[config.mk]
export PLATFORM = sky130hd
export DESIGN_NAME = branch_redirect_ctrl
export DESIGN_NICKNAME = d
export VERILOG_FILES = /design/src/rtl/branch_redirect_ctrl_pkg.sv /design/src/rtl/branch_redirect_ctrl_sat_counter.sv /design/src/rtl/branch_redirect_ctrl.sv
export SDC_FILE = /design/constraint.sdc
export NUM_CORES = 1
export LEC_CHECK = 0
export ABC_AREA = 1
export CORE_MARGIN = 1
export CORE_UTILIZATION = 40
export CTS_BUF_LIST = sky130_fd_sc_hd__clkbuf_4
export DETAILED_ROUTE_END_ITERATION = 7
export PLACE_DENSITY_LB_ADDON = 0.25
export SLEW_MARGIN = 20
export SYNTH_ARGS = -nofsm -noshare
export SYNTH_HDL_FRONTEND = slang
export SYNTH_SLANG_ARGS = --single-unit
[constraint.sdc]
create_clock -name clk -period 1.67 [get_ports clk]
set_clock_uncertainty 0.05 [all_clocks]
set_input_delay 0.334 -clock clk [delete_from_list [all_inputs] [get_ports clk]]
set_output_delay 0.334 -clock clk [all_outputs]
set_load 0.1 [all_outputs]
[src/rtl/branch_redirect_ctrl_pkg.sv]
// ---------------------------------------------------------------------------
// branch_redirect_ctrl_pkg
//   Definitions shared by the branch redirect controller and by decode:
//   the redirect FSM state encoding, the RV32 control-flow opcodes, and a
//   small helper that flags a fetch target that is not word aligned.
// ---------------------------------------------------------------------------
package branch_redirect_ctrl_pkg;

  // Redirect sequencer states. Encoding 2'd3 is unused and recovers to IDLE.
  typedef enum logic [1:0] {
    IDLE     = 2'd0,
    REDIRECT = 2'd1,
    DRAIN    = 2'd2
  } brc_state_t;

  // Control-flow opcodes (instr[6:0]); decode uses these to raise
  // ex_is_branch / ex_is_jump further up the pipe.
  localparam logic [6:0] OPC_BRANCH = 7'b1100011;
  localparam logic [6:0] OPC_JAL    = 7'b1101111;
  localparam logic [6:0] OPC_JALR   = 7'b1100111;

  // Byte distance to the sequential successor of an instruction.
  localparam int unsigned INSN_BYTES = 4;

  // A taken target whose low two bits are not zero cannot be fetched.
  function automatic logic is_misaligned(input logic [1:0] addr_lo);
    return addr_lo != 2'b00;
  endfunction

endpackage

[src/rtl/branch_redirect_ctrl_sat_counter.sv]
// ---------------------------------------------------------------------------
// sat_counter
//   Free-running event counter that sticks at its all-ones value instead of
//   wrapping, so long perf runs never report a small bogus count.
//
//   Ports
//     clk    in  1  clock, rising edge
//     rst_n  in  1  asynchronous active-low reset, clears the count
//     inc    in  1  count one event this cycle
//     cnt    out W  current count
// ---------------------------------------------------------------------------
module sat_counter #(
  parameter int W = 16
) (
  input  logic         clk,
  input  logic         rst_n,
  input  logic         inc,
  output logic [W-1:0] cnt
);

  // Increment only while below the ceiling; at all-ones the count freezes.
  always_ff @(posedge clk or negedge rst_n) begin
    if (!rst_n) begin
      cnt <= '0;
    end else if (inc && (cnt != {W{1'b1}})) begin
      cnt <= cnt + W'(1);
    end
  end

endmodule

[src/rtl/branch_redirect_ctrl.sv]
// ---------------------------------------------------------------------------
// branch_redirect_ctrl
//   Resolves control flow in EX against the prediction fetch made. On a
//   mispredict it kills IF/ID and ID/EX in the detect cycle, then holds a
//   PC-redirect request to fetch (stalling EX) until fetch accepts it, and
//   finally drains DRAIN_CYCLES bubble cycles during which ID/EX keeps being
//   flushed and EX resolutions are treated as wrong-path. Misaligned taken
//   targets raise a one-cycle exception pulse instead of redirecting.
//   Resolved branches/jumps and mispredicts are counted for perf monitoring.
//
//   Parameters
//     XLEN          address width
//     DRAIN_CYCLES  bubble cycles after redirect accept (>= 1)
//     CNT_W         width of the saturating perf counters
//
//   Ports
//     clk             in   1      clock
//     rst_n           in   1      asynchronous active-low reset
//     ex_valid        in   1      EX holds a valid instruction
//     ex_is_branch    in   1      conditional branch in EX
//     ex_is_jump      in   1      jal/jalr in EX (always taken)
//     br_taken        in   1      branch condition result
//     ex_pred_taken   in   1      fetch's prediction for this instruction
//     ex_pc           in   XLEN   PC of the EX instruction
//     ex_target       in   XLEN   computed taken target
//     redirect_ready  in   1      fetch accepts the redirect
//     redirect_valid  out  1      redirect request to fetch
//     redirect_pc     out  XLEN   new fetch PC, stable while redirect_valid
//     flush_if_id     out  1      kill IF/ID contents
//     flush_id_ex     out  1      kill ID/EX contents
//     stall_ex        out  1      hold EX and upstream registers
//     misalign_exc    out  1      pulse: taken target not word aligned
//     branch_cnt      out  CNT_W  resolved branches + jumps (saturating)
//     mispred_cnt     out  CNT_W  mispredicts (saturating)
// ---------------------------------------------------------------------------
module branch_redirect_ctrl
  import branch_redirect_ctrl_pkg::*;
#(
  parameter int XLEN         = 32,
  parameter int DRAIN_CYCLES = 2,
  parameter int CNT_W        = 16
) (
  input  logic             clk,
  input  logic             rst_n,
  input  logic             ex_valid,
  input  logic             ex_is_branch,
  input  logic             ex_is_jump,
  input  logic             br_taken,
  input  logic             ex_pred_taken,
  input  logic [XLEN-1:0]  ex_pc,
  input  logic [XLEN-1:0]  ex_target,
  input  logic             redirect_ready,
  output logic             redirect_valid,
  output logic [XLEN-1:0]  redirect_pc,
  output logic             flush_if_id,
  output logic             flush_id_ex,
  output logic             stall_ex,
  output logic             misalign_exc,
  output logic [CNT_W-1:0] branch_cnt,
  output logic [CNT_W-1:0] mispred_cnt
);

  // The drain counter only has to hold DRAIN_CYCLES-1.
  localparam int DW = (DRAIN_CYCLES > 1) ? $clog2(DRAIN_CYCLES) : 1;
  localparam logic [DW-1:0] DRAIN_LOAD = DW'(DRAIN_CYCLES - 1);

  brc_state_t      state_q;
  brc_state_t      state_d;
  logic [DW-1:0]   drain_q;
  logic [XLEN-1:0] redirect_pc_q;

  logic            resolve;
  logic            actual_taken;
  logic [XLEN-1:0] next_pc;
  logic            misalign;
  logic            mispred;
  logic            take_redirect;
  logic            handshake;

  // Resolution is only honoured in IDLE; anything seen in EX while a
  // redirect is outstanding or draining is on the wrong path. A jump wins
  // over a branch flag when decode raises both. The sequential PC wraps
  // silently at the top of the address space.
  assign resolve       = ex_valid & (ex_is_branch | ex_is_jump) & (state_q == IDLE);
  assign actual_taken  = ex_is_jump | br_taken;
  assign next_pc       = actual_taken ? ex_target : (ex_pc + XLEN'(INSN_BYTES));
  assign misalign      = resolve & actual_taken & is_misaligned(ex_target[1:0]);
  assign mispred       = resolve & (actual_taken != ex_pred_taken);
  assign take_redirect = mispred & ~misalign;
  assign handshake     = (state_q == REDIRECT) & redirect_ready;

  // State register.
  always_ff @(posedge clk or negedge rst_n) begin
    if (!rst_n) begin
      state_q <= IDLE;
    end else begin
      state_q <= state_d;
    end
  end

  // Next-state logic. REDIRECT has no timeout: fetch may hold off the
  // handshake for as long as it needs. The unused encoding falls back to IDLE.
  always_comb begin
    state_d = state_q;
    case (state_q)
      IDLE: begin
        if (take_redirect) begin
          state_d = REDIRECT;
        end
      end
      REDIRECT: begin
        if (handshake) begin
          state_d = DRAIN;
        end
      end
      DRAIN: begin
        if (drain_q == '0) begin
          state_d = IDLE;
        end
      end
      default: begin
        state_d = IDLE;
      end
    endcase
  end

  // Output decode. The detect-cycle flushes are combinational so the wrong
  // path instructions already in IF/ID and ID/EX die in that same cycle.
  always_comb begin
    redirect_valid = 1'b0;
    stall_ex       = 1'b0;
    flush_if_id    = 1'b0;
    flush_id_ex    = 1'b0;
    misalign_exc   = 1'b0;
    case (state_q)
      IDLE: begin
        flush_if_id  = take_redirect;
        flush_id_ex  = take_redirect;
        misalign_exc = misalign;
      end
      REDIRECT: begin
        redirect_valid = 1'b1;
        stall_ex       = 1'b1;
      end
      DRAIN: begin
        flush_id_ex = 1'b1;
      end
      default: begin
      end
    endcase
  end

  // The redirect target is captured once at detection and held untouched
  // until the next mispredict, so it stays stable across a long REDIRECT.
  always_ff @(posedge clk or negedge rst_n) begin
    if (!rst_n) begin
      redirect_pc_q <= '0;
    end else if (take_redirect) begin
      redirect_pc_q <= next_pc;
    end
  end

  assign redirect_pc = redirect_pc_q;

  // Drain countdown: loaded on the accepting handshake, DRAIN leaves when it
  // reaches zero, giving exactly DRAIN_CYCLES cycles in DRAIN.
  always_ff @(posedge clk or negedge rst_n) begin
    if (!rst_n) begin
      drain_q <= '0;
    end else if (handshake) begin
      drain_q <= DRAIN_LOAD;
    end else if ((state_q == DRAIN) && (drain_q != '0)) begin
      drain_q <= drain_q - DW'(1);
    end
  end

  // Misaligned taken targets still count as a resolved branch but never as
  // a mispredict, since no redirect is issued for them.
  sat_counter #(.W(CNT_W)) u_branch_cnt (
    .clk   (clk),
    .rst_n (rst_n),
    .inc   (resolve),
    .cnt   (branch_cnt)
  );

  sat_counter #(.W(CNT_W)) u_mispred_cnt (
    .clk   (clk),
    .rst_n (rst_n),
    .inc   (take_redirect),
    .cnt   (mispred_cnt)
  );

endmodule

==> results.md <==
- Die W: 108 um
- Sequential share of power: 24.4%
- Setup ws final: -411 ps
- Clk root buf: clkbuf_4
- NumNets Final: 1001
- Sequential area share after synthesis: 37.1%
- GRT Residual Overflow: 0
- Non-Filler Cell Area, Final: 0.00818 mm^2
- Worst setup path startpoint: state_q[0]
- Shortest period the worst path allows: 2080 ps
- Final core utilization: 74.8%
- Die height: 108 um
- Initial antenna violation count: 0
- DRT antenna net count: 0
- #FFs+latches synth: 67
- Yosys top cell area share: 37.1%
- Violated checks: setup timing
- Pleak: 3.67 nW
- Routability cong.: 0.924
- Num rows: 38
- CP max FO: 3
- Per-cell routed wire length: 14.9 um
- Net Count, Synth: 766
- Synth area leaders: dfrtp_1 (37%), nand2_1 (22%), nor2_1 (9.9%)
- CTS tree: yes
- Startpoint types: flop
- IO buf count: 140
- Post-DP HPWL: 11400 um
- Largest net degree at the start of global routing: 57
- CP arrival: 1700 ps
- Combinational power share: 66.3%
- Cell internal pwr: 5.55 mW
- CP Class: reg2out
- R2R setup slack: -330 ps
- Starting Density: 41.3%
- Bufs on Longest Clock Path: 2
- Vias post-DR: 5467
- Max-slew violation count: 0
- Crit share post-route: 125%
- Crit path to: flush_id_ex
- Setup-failing EPs final: 53
- Synthesized area per cell: 6.53 um^2
- Total power divided by cell area: 1470 mW/mm^2
- Top-level I/O count: 141
- CP required: 1290 ps
- Setup repair after global routing missed its margin: yes
- Switch share: 53.7%
- Initial DRC Count: 298
- H-Tree Depth: 3
- Fill cell count: 800
- Worst path cell trace: nor2_4 -> nand3b_1 -> nor2_2 -> nand2_4 -> o21ai_4 -> buf_12
- Critical R2R Capture: u_mispred_cnt.cnt[11]
- Area Growth Syn to Fin: 81.3%
- Peak VDD IR: 0.00143 V
- Vias in the first global route: 5408
- Total clock buffers created by CTS: 9
- First-pass DRT Iterations: 5
- Total GRT Usage: 28.9%
- Final Hold Viols: 0
- Clock sink count: 67
- Synth unique cells: 31
- Crit end category: output port
- Worst skew pair latency: 440 ps
- Relative slew slack: 72.3%
- Async set-or-reset flop fraction in the synthesized netlist: 100%
- Top FF cell, synth: dfrtp_1
- Layout cells sized above 1: 33.5%
- Most frequent cells after synthesis: nand2_1 (270), nor2_1 (119), dfrtp_1 (67)
- Hold Path Class: in2async
- Clk pwr share: 9.3%
- F_max: 0.481 GHz
- DRC: 0
- Status: complete, but fails checks
- Syn Inst Count: 691
- Place WS: -533 ps
- Die area: 0.0117 mm^2
- Worst path max stage delay: 430 ps
- Max Cap Violations: 0
- Top-count cell post-synth: nand2_1
- CORE AREA: 0.0109 mm^2
- Worst Tran Pin Value: 413 ps
- Vias per cell: 5.10
- Post-synth top area cell: dfrtp_1
- Mapped cell area: 0.00451 mm^2
- FF-to-FF path depth: 12
- First-pass GRT wire length: 26000 um
- Origin of the critical flop-to-flop path: state_q[0]
- Syn. warnings: 0
- Post-synth EDFFs: 0
- Placed Area: 0.00745 mm^2
- Reg clk slew, reported paths: 130 ps
- Drt total wl: 16000 um
- # diodes: 0
- CP max stage cell: dfrtp_1
- Net switching power: 6.45 mW
## registers in the layout (all words and copies together), names as in the netlist
signal / count
state_q: 2
drain_q: 1
u_branch_cnt.cnt: 16
redirect_pc: 32
u_mispred_cnt.cnt: 16
## logic make-up (layout without fill, tap and decap cells)
kind of cell	after synthesis	after routing	synth area share, %
buf+inv	73	313	7.49
simple gates	479	479	44.1
compound gates	42	42	5.16
xor+xnor	27	27	5.24
flops	67	67	37.2
fa+ha+maj	3	3	0.832
## worst min-delay path by stage
| stage | start | end | slack, ps | cells after the start |
|---|---|---|---|---|
| floorplan | rst_n | drain_q | -10 | 0 |
| global placement | rst_n | u_branch_cnt.cnt[5] | 180 | 1 |
| detailed placement | rst_n | u_branch_cnt.cnt[5] | 190 | 1 |
| CTS | rst_n | u_branch_cnt.cnt[6] | 250 | 2 |
| global route | rst_n | u_branch_cnt.cnt[6] | 290 | 2 |
| finish | rst_n | u_branch_cnt.cnt[6] | 250 | 2 |
## area by class of cell
type / count / area [um^2] / share of cell area, %
repair buffers: 241 / 3070 / 37.5
multi-input cells: 551 / 2830 / 34.6
flip-flops and latches: 67 / 1750 / 21.3
inverters: 56 / 223 / 2.72
well taps: 140 / 175 / 2.14
clock inverters: 7 / 68.8 / 0.841
clock buffers: 9 / 67.6 / 0.826
## power groups by stage
stage               combinational [mW]  clock [mW]  sequential, mW
global placement                  7.50           0            2.90
detailed placement                7.60           0            2.92
CTS                               7.90        1.15            2.91
floorplan                         1.10           0            6.20
global route                      8.26        1.21            2.99
finish                            7.96        1.11            2.93
## worst max-delay path, delay by kind of cell, from the launching register on
family | cells | cell delay [ps]
buffers and inverters | 1 | 190
flip-flops | 1 | 430
AO/OA/AOI/OAI | 1 | 90
AND/OR/NAND/NOR | 4 | 540
## layout by cell type, fill, tap and decap left out, types with 2 or more instances in the layout
cell type and count:
nand2_1 236, nor2_1 93, buf_4 79, buf_12 76, clkdlybuf4s50_1 70, nand3_1 52, inv_1 50, dfrtp_1 35
nand2_2 34, nor2_4 22, dfrtp_2 20, xor2_1 18, o21ai_0 14, dfrtp_4 12, nor2_2 11, o21ai_1 11
clkbuf_4 9, xnor2_1 8, buf_6 8, nand4_1 7, nor3_1 7, o21bai_1 5, buf_16 5, inv_2 4
nand3b_1 4, nor3_2 4, a21oi_1 4, o21ai_2 3, a21oi_2 3, or2_2 3, nand2_4 2, ha_4 2
clkinv_4 2, clkinv_2 2
## per-stage QoR
step                instances  setup TNS [ps]  power (mW)  hold slack (ps)
floorplan                 691           -1180        7.30            -11.6
global placement         1036          -22180        10.4              184
detailed placement       1036          -26340        10.5              190
CTS                      1069           -5720        12.0              246
global route             1071          -17450        12.5              286
finish                   1071          -11740        12.0              253
## per-layer routing
layer	share of wire, %	vias up	global-route usage [%]
li1	-	2633	-
met1	40	2532	35.3
met2	50	249	50.2
met3	7.2	53	4.28
met4	2.9	0	12.4
met5	0	-	0
## timing repair
item | in CTS | in global routing
endpoints found under the setup margin | 60 | 65
pin swaps | 30 | 9
gates resized for setup | 87 | 24
setup buffers | 11 | 4
hold buffers | 1 | 0
hold endpoints to repair | 11 | 0
gates cloned | 5 | 0
No activity file was read; power rests on OpenSTA's default activity.
